===== config.mk =====
export PLATFORM = sky130hd
export DESIGN_NAME = seq_divider
export DESIGN_NICKNAME = d
export VERILOG_FILES = /design/src/rtl/div_pkg.sv /design/src/rtl/div_step.sv /design/src/rtl/seq_divider.sv
export SDC_FILE = /design/constraint.sdc
export NUM_CORES = 1
export LEC_CHECK = 0
export CAP_MARGIN = 20
export CORE_ASPECT_RATIO = 0.8
export CORE_MARGIN = 4
export CORE_UTILIZATION = 55
export DETAILED_ROUTE_END_ITERATION = 6
export GPL_TIMING_DRIVEN = 0
export HOLD_SLACK_MARGIN = 0.08
export PLACE_DENSITY = 0.82
export SYNTH_ARGS = -nofsm -noshare
export SYNTH_HDL_FRONTEND = slang
export SYNTH_SLANG_ARGS = --single-unit

===== constraint.sdc =====
create_clock -name clk -period 10.1 [get_ports clk]
set_input_delay 2.02 -clock clk [delete_from_list [all_inputs] [get_ports clk]]
set_output_delay 2.02 -clock clk [all_outputs]
set_load 0.02 [all_outputs]

===== src/rtl/div_pkg.sv =====
// Shared definitions for the sequential restoring divider.
package div_pkg;

   // FSM state encoding shared by the divider and anything that observes it.
   typedef enum logic [1:0] {
      S_IDLE   = 2'd0,
      S_DIVIDE = 2'd1,
      S_FIXUP  = 2'd2
   } state_e;

   // Widest legal operand. The iteration counter is sized for this so that
   // every legal WIDTH instance can share the package.
   localparam int unsigned MAX_WIDTH = 64;
   localparam int unsigned CNT_W     = $clog2(MAX_WIDTH + 1);

   // Magnitude of a sign-extended two's-complement value. The most-negative
   // input of a narrower operand still yields the correct unsigned magnitude
   // in its low bits.
   function automatic logic [63:0] abs_val(input logic [63:0] v);
      return v[63] ? (~v + 64'd1) : v;
   endfunction

endpackage


===== src/rtl/div_step.sv =====
// One combinational restoring-division iteration on {p, a} with divisor b.
module div_step #(
   parameter int unsigned WIDTH = 32
) (
   input  logic [WIDTH:0]   p,
   input  logic [WIDTH-1:0] a,
   input  logic [WIDTH-1:0] b,
   output logic [WIDTH:0]   p_next,
   output logic [WIDTH-1:0] a_next
);

   logic [WIDTH:0]   p_sh;
   logic [WIDTH-1:0] a_sh;
   logic [WIDTH+1:0] trial;

   // Shift, trial-subtract, and keep or restore the partial remainder.
   always_comb begin
      p_sh  = {p[WIDTH-1:0], a[WIDTH-1]};
      a_sh  = {a[WIDTH-2:0], 1'b0};
      // One extra bit so the sign of the trial is unambiguous.
      trial = {1'b0, p_sh} - {2'b00, b};
      if (trial[WIDTH+1]) begin
         p_next = p_sh;
         a_next = a_sh;
      end else begin
         p_next = trial[WIDTH:0];
         a_next = {a_sh[WIDTH-1:1], 1'b1};
      end
   end

endmodule


===== src/rtl/seq_divider.sv =====
// Multi-cycle restoring divider: one quotient bit per clock, start/busy/done
// handshake, result packed as {quotient, remainder}.
module seq_divider
   import div_pkg::*;
#(
   parameter int unsigned WIDTH     = 32,
   parameter bit          SIGNED_EN = 1'b1
) (
   input  logic                 clk,
   input  logic                 clr,
   input  logic                 start,
   input  logic                 is_signed,
   input  logic [WIDTH-1:0]     dividend,
   input  logic [WIDTH-1:0]     divisor,
   output logic                 busy,
   output logic                 done,
   output logic                 div_by_zero,
   output logic [2*WIDTH-1:0]   z
);

   state_e             state;
   logic [CNT_W-1:0]   cnt;
   logic [WIDTH:0]     p;
   logic [WIDTH-1:0]   a;
   logic [WIDTH-1:0]   b;
   logic               q_neg;
   logic               r_neg;
   logic               zero_div;

   logic               sgn;
   logic [WIDTH-1:0]   dvd_mag;
   logic [WIDTH-1:0]   dvs_mag;
   logic [WIDTH:0]     step_p;
   logic [WIDTH-1:0]   step_a;
   logic [WIDTH-1:0]   q_fix;
   logic [WIDTH-1:0]   r_fix;

   // Operand magnitudes at acceptance and sign restoration at fixup.
   always_comb begin
      sgn     = SIGNED_EN && is_signed;
      dvd_mag = sgn ? WIDTH'(abs_val(64'($signed(dividend)))) : dividend;
      dvs_mag = sgn ? WIDTH'(abs_val(64'($signed(divisor))))  : divisor;
      q_fix   = q_neg ? (~a + 1'b1) : a;
      r_fix   = r_neg ? (~p[WIDTH-1:0] + 1'b1) : p[WIDTH-1:0];
   end

   div_step #(
      .WIDTH (WIDTH)
   ) u_step (
      .p      (p),
      .a      (a),
      .b      (b),
      .p_next (step_p),
      .a_next (step_a)
   );

   // Control FSM with datapath registers and registered outputs.
   always_ff @(posedge clk or posedge clr) begin
      if (clr) begin
         state       <= S_IDLE;
         cnt         <= '0;
         p           <= '0;
         a           <= '0;
         b           <= '0;
         q_neg       <= 1'b0;
         r_neg       <= 1'b0;
         zero_div    <= 1'b0;
         busy        <= 1'b0;
         done        <= 1'b0;
         div_by_zero <= 1'b0;
         z           <= '0;
      end else begin
         done <= 1'b0;
         unique case (state)
            S_IDLE: begin
               if (start) begin
                  q_neg       <= sgn & (dividend[WIDTH-1] ^ divisor[WIDTH-1]);
                  r_neg       <= sgn & dividend[WIDTH-1];
                  p           <= '0;
                  cnt         <= '0;
                  b           <= dvs_mag;
                  busy        <= 1'b1;
                  div_by_zero <= 1'b0;
                  if (divisor == '0) begin
                     // Raw dividend is passed through untouched as the remainder.
                     zero_div <= 1'b1;
                     a        <= dividend;
                     state    <= S_FIXUP;
                  end else begin
                     zero_div <= 1'b0;
                     a        <= dvd_mag;
                     state    <= S_DIVIDE;
                  end
               end
            end
            S_DIVIDE: begin
               p   <= step_p;
               a   <= step_a;
               cnt <= cnt + 1'b1;
               if (cnt == CNT_W'(WIDTH - 1)) begin
                  state <= S_FIXUP;
               end
            end
            S_FIXUP: begin
               if (zero_div) begin
                  z           <= {{WIDTH{1'b1}}, a};
                  div_by_zero <= 1'b1;
               end else begin
                  z <= {q_fix, r_fix};
               end
               done  <= 1'b1;
               busy  <= 1'b0;
               state <= S_IDLE;
            end
            default: state <= S_IDLE;
         endcase
      end
   end

endmodule


After elaboration in Yosys (flattened, before gate mapping)
Index checks and enable logic that the tools add are counted.
Word-level totals
  register bits: 175
  input bits: 68
Cells by class
  add/subtract/negate cells: 6
  equal/unequal tests: 6
  multiplexer cells: 27
  bitwise operators: 7
  reduce and logical (&&, ||, !) cells: 9
Operators with widths (number)
  32-bit two-way mux: 10
  32-bit by 1-bit adder with 32-bit output, second input constant: 4
  32-bit NOT: 4
  32-bit one-hot mux with 2 select lines: 2
  64-bit two-way mux: 1
  33-bit by 32-bit subtractor with 34-bit output: 1
  32-bit logical NOT: 1
  7-bit one-hot mux with 2 select lines: 1
  2-bit AND reduction: 4
  7-bit by 1-bit adder with 7-bit output, second input constant: 1
  7-bit by 5-bit equality test with 1-bit output, second input constant: 1
  7-bit two-way mux: 1
  1-bit two-way mux: 6
  2-bit two-way mux: 3
  2-bit inequality test, second input constant: 3
  1-bit one-hot mux with 2 select lines: 2
  2-bit one-hot mux with 2 select lines: 1
  2-bit nonzero test: 2
  3-bit AND reduction: 1
  1-bit AND: 2
  2-bit by 1-bit equality test with 1-bit output, second input constant: 1
  2-bit equality test, second input constant: 1
  2-bit logical NOT: 1
  1-bit bitwise XOR: 1

Longest topological paths before layout
  depth in word-level cells: 7
  gate-level depth with buffers: 12

By module
A second synthesis with hierarchy kept.
Unflattened totals
  cell total of the unflattened synthesis: 1614
  area, all modules: 13045.0 sq um
By module, submodules not included
  seq_divider: times used 1, cells an instance 1213, area an instance 10433.8 sq um
  div_step: times used 1, cells an instance 401, area an instance 2611.3 sq um

Worst setup path before layout
OpenSTA, ideal clock, no wires.
  path type: in2reg
  start: input port dividend[8]
  end: register a[29]
  data arrival time: 4126 ps
  path slack: 5844 ps
  stages: 8
  cell sequence: or4_1 > or3_1 > clkbuf_1 > nor4_2 > nand2_1 > o41ai_1 > xor2_1 > o21ai_1
Between the ends
  cells in the longest elaborated chain, start to end: 7
RTL lines
  start, declared: line seq_divider.sv:13  | input logic [WIDTH-1:0] dividend,
  32-bit NOT: line div_pkg.sv:20  | return v[63] ? (~v + 64'd1) : v;
  32-bit by 1-bit adder with 32-bit output: line div_pkg.sv:20
  32-bit two-way mux: line div_pkg.sv:20
  32-bit two-way mux: line seq_divider.sv:41  | dvd_mag = sgn ? WIDTH'(abs_val(64'($signed(dividend)))) : dividend;
  32-bit two-way mux: line seq_divider.sv:84  | if (divisor == '0) begin
  32-bit two-way mux: line seq_divider.sv:76  | if (start) begin
  32-bit one-hot mux with 2 select lines: line seq_divider.sv:74  | unique case (state)
  end signal, assigned: line seq_divider.sv:87  | a <= dividend;
  end signal, assigned: line seq_divider.sv:91  | a <= dvd_mag;
  end signal, assigned: line seq_divider.sv:98  | a <= step_a;
  end, declared: line seq_divider.sv:24  | logic [WIDTH-1:0] a;
Every way passes these cells. The select of a mux whose other input is x is not followed.
A chain may end at the register's enable or synchronous reset.

Final worst setup path
  start: input port divisor[2]
  end: register a[3]
Between the ends
  cells in the longest elaborated chain, start to end: 4
RTL lines
  start, declared: line seq_divider.sv:14  | input logic [WIDTH-1:0] divisor,
  32-bit logical NOT: line seq_divider.sv:84
  32-bit two-way mux: line seq_divider.sv:84
  32-bit two-way mux: line seq_divider.sv:76
  32-bit one-hot mux with 2 select lines: line seq_divider.sv:74
Every way passes these cells. The select of a mux whose other input is x is not followed.

==> flow_summary_export.csv <==
group,metric,value,unit
yosys,async_reset_ff_share,100,%
run,cap_violations,0,
clock_network,cts_tree,"yes",
timing,setup_ws,4.71,ns
placement,placed_area,13400,um2
global_routing,grt_pass1_vias,11100,
floorplanning,fp.dieH,138,um
floorplanning,die_width,171,um
power_and_ir_drop,power_density,333,nW/um2
final_layout,area_delta_synth_final,19.8,%
clock_network,cts.reportedPaths.clkPinSlew,0.07,ns
final_layout,final_layout_size_suffix_gt1_share,3.82,%
yosys,synth.largest_area_cell,"dfrtp_1",
final_layout,final_core_util,67.4,%
final_layout,final_cells,1841,
yosys,synthTopCellsByCount,"180 x nand2_1, 175 x dfrtp_1, 127 x o21ai_0",
yosys,synth_edf_count,0,
setup_path,crit_start,"divisor[2]",
final_layout,fin_area,14000,um2
yosys,syn_avg_cell_area,8.31,um2
floorplanning,die_area,23600,um2
drt,first_iter_violations,1307,
drt,post_drt_wl_per_cell,20.0,um
drt,via_per_inst,6.30,
hold_path,hold_class,"flip-flop to flip-flop",
setup_path,startpoint_type,"input pin",
power_and_ir_drop,vdd_drop_max,0.163,mV
global_routing,track_usage,30.9,%
timing,hold_viol,0,
power_and_ir_drop,p_int,2420,uW
timing,finalClockSkew,0.00888,ns
yosys,synth.top_cell.area_share,37.5,%
drt,dr.pass1.iters,5,
yosys,synth_seq_cells,175,
yosys,synth_cell_types,71,
power_and_ir_drop,total_leakage_power,0.00572,uW
placement,dp.cells,1809,
placement,portBuffers,134,
timing,fin_tns_setup,0,ns
yosys,yosysWarnings,0,
setup_path,rr_startpoint,"p[8]$_DFFE_PP0P_",
clock_network,htree_levels,4,
floorplanning,io_pins,135,
setup_path,cp.arrival,5.70,ns
global_routing,grt_pass1_wl,58600,um
clock_network,cts_root_buf,"clkbuf_16",
clock_network,clk_latency,0.44,ns
timing,setup_viol,0,
power_and_ir_drop,swShare,48.1,%
clock_network,postCtsSetupRepairBufs,0,
global_routing,antenna_found_initial,0,
global_routing,grt_overflow,0,
floorplanning,fp.coreArea,20800,um2
drt,ant_nets,0,
timing,relSlewSlack,30.0,%
timing,tightest_slew,1.05,ns
power_and_ir_drop,comb_power_share,57.6,%
timing,period_needed,5.39,ns
final_layout,antenna_cells,0,
timing,period_share,53.4,%
clock_network,cts_made_buffers,17,
floorplanning,initial_utilization,56.3,%
clock_network,cts_buffer_depth,2,
timing,max_freq,186,MHz
floorplanning,num_rows,47,
drt,vias,11600,
drt,drcViolationCount,0,
final_layout,nets,1665,
global_routing,grt_max_degree,106,
power_and_ir_drop,sequentialPowerShare,27.7,%
timing,final-max-slew-violation-count,0,
placement,place_hpwl,28000,um
placement,gp_congestion,0.972,
yosys,yosys-top-cells-area,"dfrtp_1 37%, xor2_1 6.5%, nand2_1 5.8%",
placement,place_ws,4.36,ns
yosys,synth_nets,1511,
yosys,syn_area,11700,um2
timing,rsz0062_at_grt,"false",
setup_path,crit_required,10.41,ns
yosys,yosysMostFrequentCell,"nand2_1",
setup_path,critPathKind,"input pin to flip-flop",
status,status,"finished, final reports clean",
hold_path,hp-start,"b[12]$_DFFE_PP0P_",
yosys,yosysSeqAreaShare,37.5,%
clock_network,cts.sinks,175,
power_and_ir_drop,p_clk_share,14.6,%
yosys,syn_inst,1405,
yosys,synth_flop_cell,"dfrtp_1",
clock_network,cts_resized,0,
setup_path,endpoint_kind,"flip-flop",
drt,routed_wl,36900,um
power_and_ir_drop,switching_power,2240,uW
clock_network,cts_hold_buf,0,
setup_path,critPathMaxFanout,10,
## metal layers
layer	up-vias	wire, um	track usage, %
li1	5365	-	-
met5	-	0	0
met2	600	16200	45.7
met1	5557	16000	46.3
met4	0	843	7.92
met3	79	3890	6.62
## state kept, by name, indices dropped and copies added, names as in the netlist
signal	count
r_neg	1
state	2
a	32
b	32
q_neg	1
done	1
p	32
busy	1
cnt	7
z	64
div_by_zero	1
zero_div	1
## path summary, 6_finish.rpt
path / endpoint / slack, ns / depth (start not counted)
worst min register to register: b[12]$_DFFE_PP0P_ / 0.48 / 2
max in group asynchronous: p[31]$_DFFE_PP0P_ / 7.18 / 3
worst max register to register: p[30]$_DFFE_PP0P_ / 5.97 / 11
worst min-delay path: b[12]$_DFFE_PP0P_ / 0.48 / 2
worst max-delay path: a[3]$_DFFE_PP0P_ / 4.71 / 11
min in group asynchronous: z[40]$_DFFE_PP0P_ / 2.02 / 2
## layout by cell type (no fill, tap or decap), types with 13 or more instances in the layout
master           instances
nand2_1                180
dfrtp_1                175
clkdlybuf4s50_1        134
o21ai_0                127
nor2_1                  94
a21oi_1                 89
xor2_1                  87
clkbuf_1                81
inv_1                   54
xnor2_1                 49
o211ai_1                48
nand3_1                 46
ha_1                    37
o31ai_1                 33
a22oi_1                 29
o21ai_1                 26
or3_1                   21
nor3_1                  19
o41ai_1                 18
clkbuf_16               17
a31oi_1                 15
nor4_1                  14
a21o_1                  13
## stage by stage
| step | hold slack (ns) | power, uW |
|---|---|---|
| floorplan | 0.450 | 3160 |
| global placement | 0.467 | 3800 |
| detailed placement | 0.470 | 3880 |
| CTS | 0.485 | 4590 |
| global route | 0.508 | 4990 |
| finish | 0.483 | 4660 |
## power by group through the flow
stage	Sequential [uW]	Clock, uW	Combinational (uW)
3_5_place_dp	1290	0	2600
3_3_place_gp	1280	0	2520
5_1_grt	1320	713	2970
2_1_floorplan	1180	0	1980
6_report	1290	682	2680
4_1_cts	1270	681	2630
## logic make-up after synthesis
kind of cell               after synthesis  share of synthesized area (%)
DFF                                    175                           37.5
muxes                                    7                          0.611
and+or+nand+nor                        452                           18.4
adders and majority gates               38                           4.14
AOI/OAI and AO/OA                      449                           24.3
xor gates and xnor gates               136                           10.2
buffers and inverters                  148                           4.87
## critical path, cell delays in order
cell and delay [ns]:
clkdlybuf4s50_1 0.49, or3_1 0.43, nor3b_1 0.77, nand4_1 0.41, nand2b_1 0.43, nor2b_1 0.21
clkbuf_1 0.24, buf_2 0.28, o31ai_1 0.11, xor2_1 0.20, o21ai_1 0.08
## cell type report
class                      instances  area (um2)
clock buffer                      17         425
inverter                          56         218
tap                              269         337
sequential                       175        4380
buffer                            92         359
clock inverter                    15         165
fill                            1681        6770
timing repair buffer             135        1370
multi-input combinational       1082        6740
No activity file was read; power rests on OpenSTA's default activity.
==> variant 1 (same settings) <==
The parameter `SIGNED_EN` goes from 1'b1 to 1'b0.
--- a/src/rtl/seq_divider.sv
+++ b/src/rtl/seq_divider.sv
@@ -4,7 +4,7 @@
    import div_pkg::*;
 #(
    parameter int unsigned WIDTH     = 32,
-   parameter bit          SIGNED_EN = 1'b1
+   parameter bit          SIGNED_EN = 1'b0
 ) (
    input  logic                 clk,
    input  logic                 clr,
Check against the original RTL: no difference found for any inputs over 4 cycles, from zero or initial values; that may be too few to reach the edited logic, so the function may still have changed.
==> variant 1 against the original RTL <==
  * Maximum frequency rose by 13%
  * Sequential cell count is 2 lower
  * Total power fell by 12%
  * Worst setup slack better by 0.60 ns
  * Synthesized cell count decreased by 27%
  * Via count is 27% lower
  * Cell area is 18% lower
  * Non-clock buffer count decreased by 29
  * Routed wire length decreased by 27%
  * Synthesized area down 21%
  * Critical path depth shrank 3
  * Critical endpoint is now b[2]
==> variant 1: results (changes against the original RTL) <==
| Metric | Value |
|---|---|
| Status | `complete, no violations` |
| Postcts setup bufs | `0 (unchanged)` |
| Yosys top cell by area | `dfrtp_1` |
| Vias | `8,488 (-27%)` |
| IO buf count | `133 (-0.75%)` |
| Post-route ant nets | `0 (unchanged)` |
| Fin Clk Skew | `0.0170 ns (+0.00811 ns)` |
| Vias in the first global route | `8,041 (-27%)` |
| CP max-delay cell | `clkdlybuf4s50_1` |
| Kind of cell adding the most delay to the critical path | `buffers and inverters` |
| Max reg flops | `64 (unchanged)` |
| R2R depth | `11 (unchanged)` |
| Hold Crit Class | `reg2reg` |
| IR drop worst, VDD | `0.167 mV (+2.1%)` |
| Global-route wire length before repair | `43.0 mm (-27%)` |
| Drt pass-1 iters | `6 (+1)` |
| Fraction of layout cells with a size suffix above 1 | `4.71% (+0.89 points)` |
| Dominant cells by area after synthesis | `dfrtp_1 (47%), o21ai_0 (9.1%), nand2_1 (8.1%)` |
| Syn nets | `1,125 (-26%)` |
| Most frequent cells after synthesis | `nand2_1 (200), dfrtp_1 (173), o21ai_0 (168)` |
| Fillers | `1,304 (-22%)` |
| CTS Hold Buffers Added | `0 (unchanged)` |
| GPL Wtd Cong | `0.925 (-4.8%)` |
| Wire length per cell | `19.2 um (-4.2%)` |
| CTS root buf | `clkbuf_16` |
| CTS Buf Count | `17 (unchanged)` |
| Synth warn | `0 (unchanged)` |
| Antenna cells | `0 (unchanged)` |
| Share of the yosys chip area belonging to registers | `46.8% (+9.3 points)` |
| Largest register by flop count | `z` |
| Post-DP Area | `10,900 sq um (-19%)` |
| Crit path DAT | `5.13 ns (-0.57 ns)` |
| Total wire length | `27.0 mm (-27%)` |
| Final #Nets | `1,278 (-23%)` |
| Post_cts resized | `0 (unchanged)` |
| Worst path max stage delay | `0.69 ns (-0.08 ns)` |
| Maximum clock path buffer count | `2 (unchanged)` |
| Asr flop ratio synth | `100% (unchanged)` |
| Max Cap Viol | `0 (unchanged)` |
| Slew @ Worst Pin | `0.888 ns (-0.162 ns)` |
| Critical-path maximum fanout | `10 (unchanged)` |
| Htree depth | `4 (unchanged)` |
| Post-synthesis cell count | `1,023 (-27%)` |
| Worst-Skew Late Latency | `0.44 ns (about the same)` |
| Post-DP HPWL | `19.7 mm (-30%)` |
| Initial DRC Count | `756 (-42%)` |
| Hold Crit Depth | `2 (unchanged)` |
| Placed insts | `1,377 (-24%)` |
| Pin count of the biggest net entering global routing | `124 (+17%)` |
| Initial antenna violation count | `0 (unchanged)` |
| Clock transition at path regs | `0.07 ns (about the same)` |
| Total GRT Usage | `28.6% (-2.3 points)` |
| Synth cell types | `63 (-11%)` |
| Pleak | `5.13 nW (-10%)` |
[variant 1: layer usage]
metal	vias up	track usage [%]	part of all wire, %
met5	-	0	0
met4	0	10.2	3.1
met3	72	5.59	7.9
met2	416	43.2	45
met1	4119	41.4	44
li1	3881	-	-
[variant 1: logic make-up after synthesis]
logic type / after synthesis / share of synthesized area [%]
DFF: 173 / 46.8
muxes: 51 / 5.58
buffers and inverters: 106 / 4.51
and+or+nand+nor: 320 / 16.0
adders and majority gates: 34 / 4.68
xor gates and xnor gates: 27 / 2.55
AOI/OAI and AO/OA: 312 / 19.9
[variant 1: worst min-delay path: stages (launching register included)]
cell,delay (ns)
dfrtp_1,0.34
nand2_1,0.05
nand2_1,0.05
[variant 1: worst paths after layout]
kind	slack, ns	startpoint	endpoint
setup / recovery	5.31	start	b[2]
hold / removal	0.47	z[49]	z[49]
setup reg to reg	6.57	a[31]	p[30]
hold reg to reg	0.47	z[49]	z[49]
max in group asynchronous	7.19	clr	z[24]
min in group asynchronous	1.98	clr	z[3]
[variant 1: layout make-up]
class	count	share of cell area, %
flip-flops and latches	173	37.7
plain buffers	64	2.27
clock inverters	14	1.15
clock buffers	18	3.83
well taps	220	2.40
multi-input cells	744	39.3
repair buffers	134	11.8
inverters	42	1.44
[variant 1: report_power, final]
group          total, W  switching [W]  internal, W
Clock          0.000637       0.000306     0.000331
Combinational   0.00223        0.00131     0.000918
Sequential      0.00123       0.000242     0.000983
Total           0.00409        0.00186      0.00223
[variant 1: through the flow]
step                setup slack, ns  utilization, %  hold slack [ns]
floorplan                      3.39               -            0.467
global placement               1.10            65.6            0.455
detailed placement             4.93            65.9            0.455
CTS                            5.34            69.3            0.470
global route                   5.13            69.3            0.494
finish                         5.31            69.3            0.465
==> variant 2 (same flow settings) <==
Without the edit above. Register the inputs `start`, `is_signed`, `dividend` and `divisor` before use, without a reset. The logic sees them one clock later. Comments in the files are not updated.
--- a/src/rtl/seq_divider.sv
+++ b/src/rtl/seq_divider.sv
@@ -18,6 +18,18 @@
    output logic [2*WIDTH-1:0]   z
 );
 
+   logic start_q;
+   logic is_signed_q;
+   logic [WIDTH-1:0] dividend_q;
+   logic [WIDTH-1:0] divisor_q;
+
+   always_ff @(posedge clk) begin
+      start_q     <= start;
+      is_signed_q <= is_signed;
+      dividend_q  <= dividend;
+      divisor_q   <= divisor;
+   end
+
    state_e             state;
    logic [CNT_W-1:0]   cnt;
    logic [WIDTH:0]     p;
@@ -37,9 +49,9 @@
 
    // Operand magnitudes at acceptance and sign restoration at fixup.
    always_comb begin
-      sgn     = SIGNED_EN && is_signed;
-      dvd_mag = sgn ? WIDTH'(abs_val(64'($signed(dividend)))) : dividend;
-      dvs_mag = sgn ? WIDTH'(abs_val(64'($signed(divisor))))  : divisor;
+      sgn     = SIGNED_EN && is_signed_q;
+      dvd_mag = sgn ? WIDTH'(abs_val(64'($signed(dividend_q)))) : dividend_q;
+      dvs_mag = sgn ? WIDTH'(abs_val(64'($signed(divisor_q))))  : divisor_q;
       q_fix   = q_neg ? (~a + 1'b1) : a;
       r_fix   = r_neg ? (~p[WIDTH-1:0] + 1'b1) : p[WIDTH-1:0];
    end
@@ -73,18 +85,18 @@
          done <= 1'b0;
          unique case (state)
             S_IDLE: begin
-               if (start) begin
-                  q_neg       <= sgn & (dividend[WIDTH-1] ^ divisor[WIDTH-1]);
-                  r_neg       <= sgn & dividend[WIDTH-1];
+               if (start_q) begin
+                  q_neg       <= sgn & (dividend_q[WIDTH-1] ^ divisor_q[WIDTH-1]);
+                  r_neg       <= sgn & dividend_q[WIDTH-1];
                   p           <= '0;
                   cnt         <= '0;
                   b           <= dvs_mag;
                   busy        <= 1'b1;
                   div_by_zero <= 1'b0;
-                  if (divisor == '0) begin
+                  if (divisor_q == '0) begin
                      // Raw dividend is passed through untouched as the remainder.
                      zero_div <= 1'b1;
-                     a        <= dividend;
+                     a        <= dividend_q;
                      state    <= S_FIXUP;
                   end else begin
                      zero_div <= 1'b0;
Check against the original RTL: not equivalent (Yosys sat finds a counterexample within 4 cycles, from zero or initial values).
==> variant 2 against the original RTL <==
  * Register-to-register slack improved by 0.35 ns
  * Non-clock buffer count down 8
  * Total power rose by 12%
  * Worst setup slack improved by 1.6 ns
  * Synthesized area up 9.5%
  * Sequential cell count up 66
  * Cell area grew 10%
  * Routed wire length barely moved
  * Highest routed layer unchanged
  * Largest cell class unchanged
==> variant 2: results (changes against the original RTL) <==
| Metric | Value |
|---|---|
| Pre-CTS setup slack | `6.37 ns (+2.01 ns)` |
| Post-DP HPWL | `27.7 mm (-1.1%)` |
| CP endpoint | `p[2]` |
| Htree depth | `1 (-3)` |
| R2R depth | `13 (+2)` |
| Total GRT Usage | `28.0% (-2.9 points)` |
| Slew margin rel. | `53.4% (+23 points)` |
| IR drop worst, VDD | `0.171 mV (+4.8%)` |
| Fin Clk Skew | `0.0242 ns (+0.0153 ns)` |
| Status | `complete, no violations` |
| Synth Area in XOR/XNOR | `10.0% (-0.20 points)` |
| Initial DRC Count | `1,143 (-13%)` |
| Pleak | `6.34 nW (+11%)` |
| Fin worst setup slack | `6.32 ns (+1.61 ns)` |
| Beginning of the worst hold path | `busy` |
| Met1 wire length | `16.0 mm (+0.24%)` |
| Kind of cell adding the most delay to the critical path | `compound AO/OA/AOI/OAI gates` |
| Most frequent cells after synthesis | `nand2_1 (179), dfrtp_1 (175), o21ai_0 (170)` |
| Crit path DAT | `4.18 ns (-1.52 ns)` |
| Post-DP Area | `14,500 sq um (+8.6%)` |
| Sw Share | `45.3% (-2.9 points)` |
| Final #Nets | `1,708 (+2.6%)` |
| Met2 GRT Util | `41.7% (-4.0 points)` |
| Asr flop ratio synth | `72.6% (-27 points)` |
| Met3 usage in global routing | `6.74% (+0.12 points)` |
| Total wire length | `36.9 mm (about the same)` |
| Die width | `178 um (+4.4%)` |
| Worst path max stage delay | `0.47 ns (-0.30 ns)` |
| Post-Synth Adder-Cell Area | `3.78% (-0.36 points)` |
| Hold Worst Slack | `0.470 ns (-0.0130 ns)` |
| Dominant cells by area after synthesis | `dfrtp_1 (34%), dfxtp_1 (10%), o21ai_0 (6.7%)` |
| CTS Buf Count | `25 (+8)` |
| Maximum clock path buffer count | `3 (+1)` |
| Worst Hold End | `busy` |
| Vias in the first global route | `10,800 (-2.3%)` |
==> variant 2: cell types whose count changed after synthesis, moves of 11 or more <==
cell,delta
a21oi_1,+31
a22oi_1,-17
a31oi_1,-11
dfxtp_1,+66
mux2i_1,+15
nand3_1,-11
o211ai_1,-45
o21ai_0,+43
o21ai_1,-26
o22ai_1,+12
o311ai_0,+15
==> variant 2: cell type report <==
cell class	count	area [sq um]
Sequential cell	241	5700
Multi-Input combinational cell	1062	6560
Clock buffer	35	723
Buffer	84	329
Inverter	53	206
Clock inverter	9	114
Fill cell	1752	7300
Timing Repair Buffer	135	1370
Tap cell	306	383
==> variant 2: worst min-delay path, delay by kind of cell (launching register included) <==
family           cells  cell delay (ns)
and+or+nand+nor      2             0.10
DFF                  1             0.33
==> variant 2: power groups by stage <==
stage	clock network, W	registers, W	logic, W
global placement	0	0.00161	0.00250
CTS	0.000944	0.00160	0.00260
floorplan	0	0.00152	0.00188
global route	0.000981	0.00165	0.00293
finish	0.000936	0.00163	0.00264
detailed placement	0	0.00162	0.00258
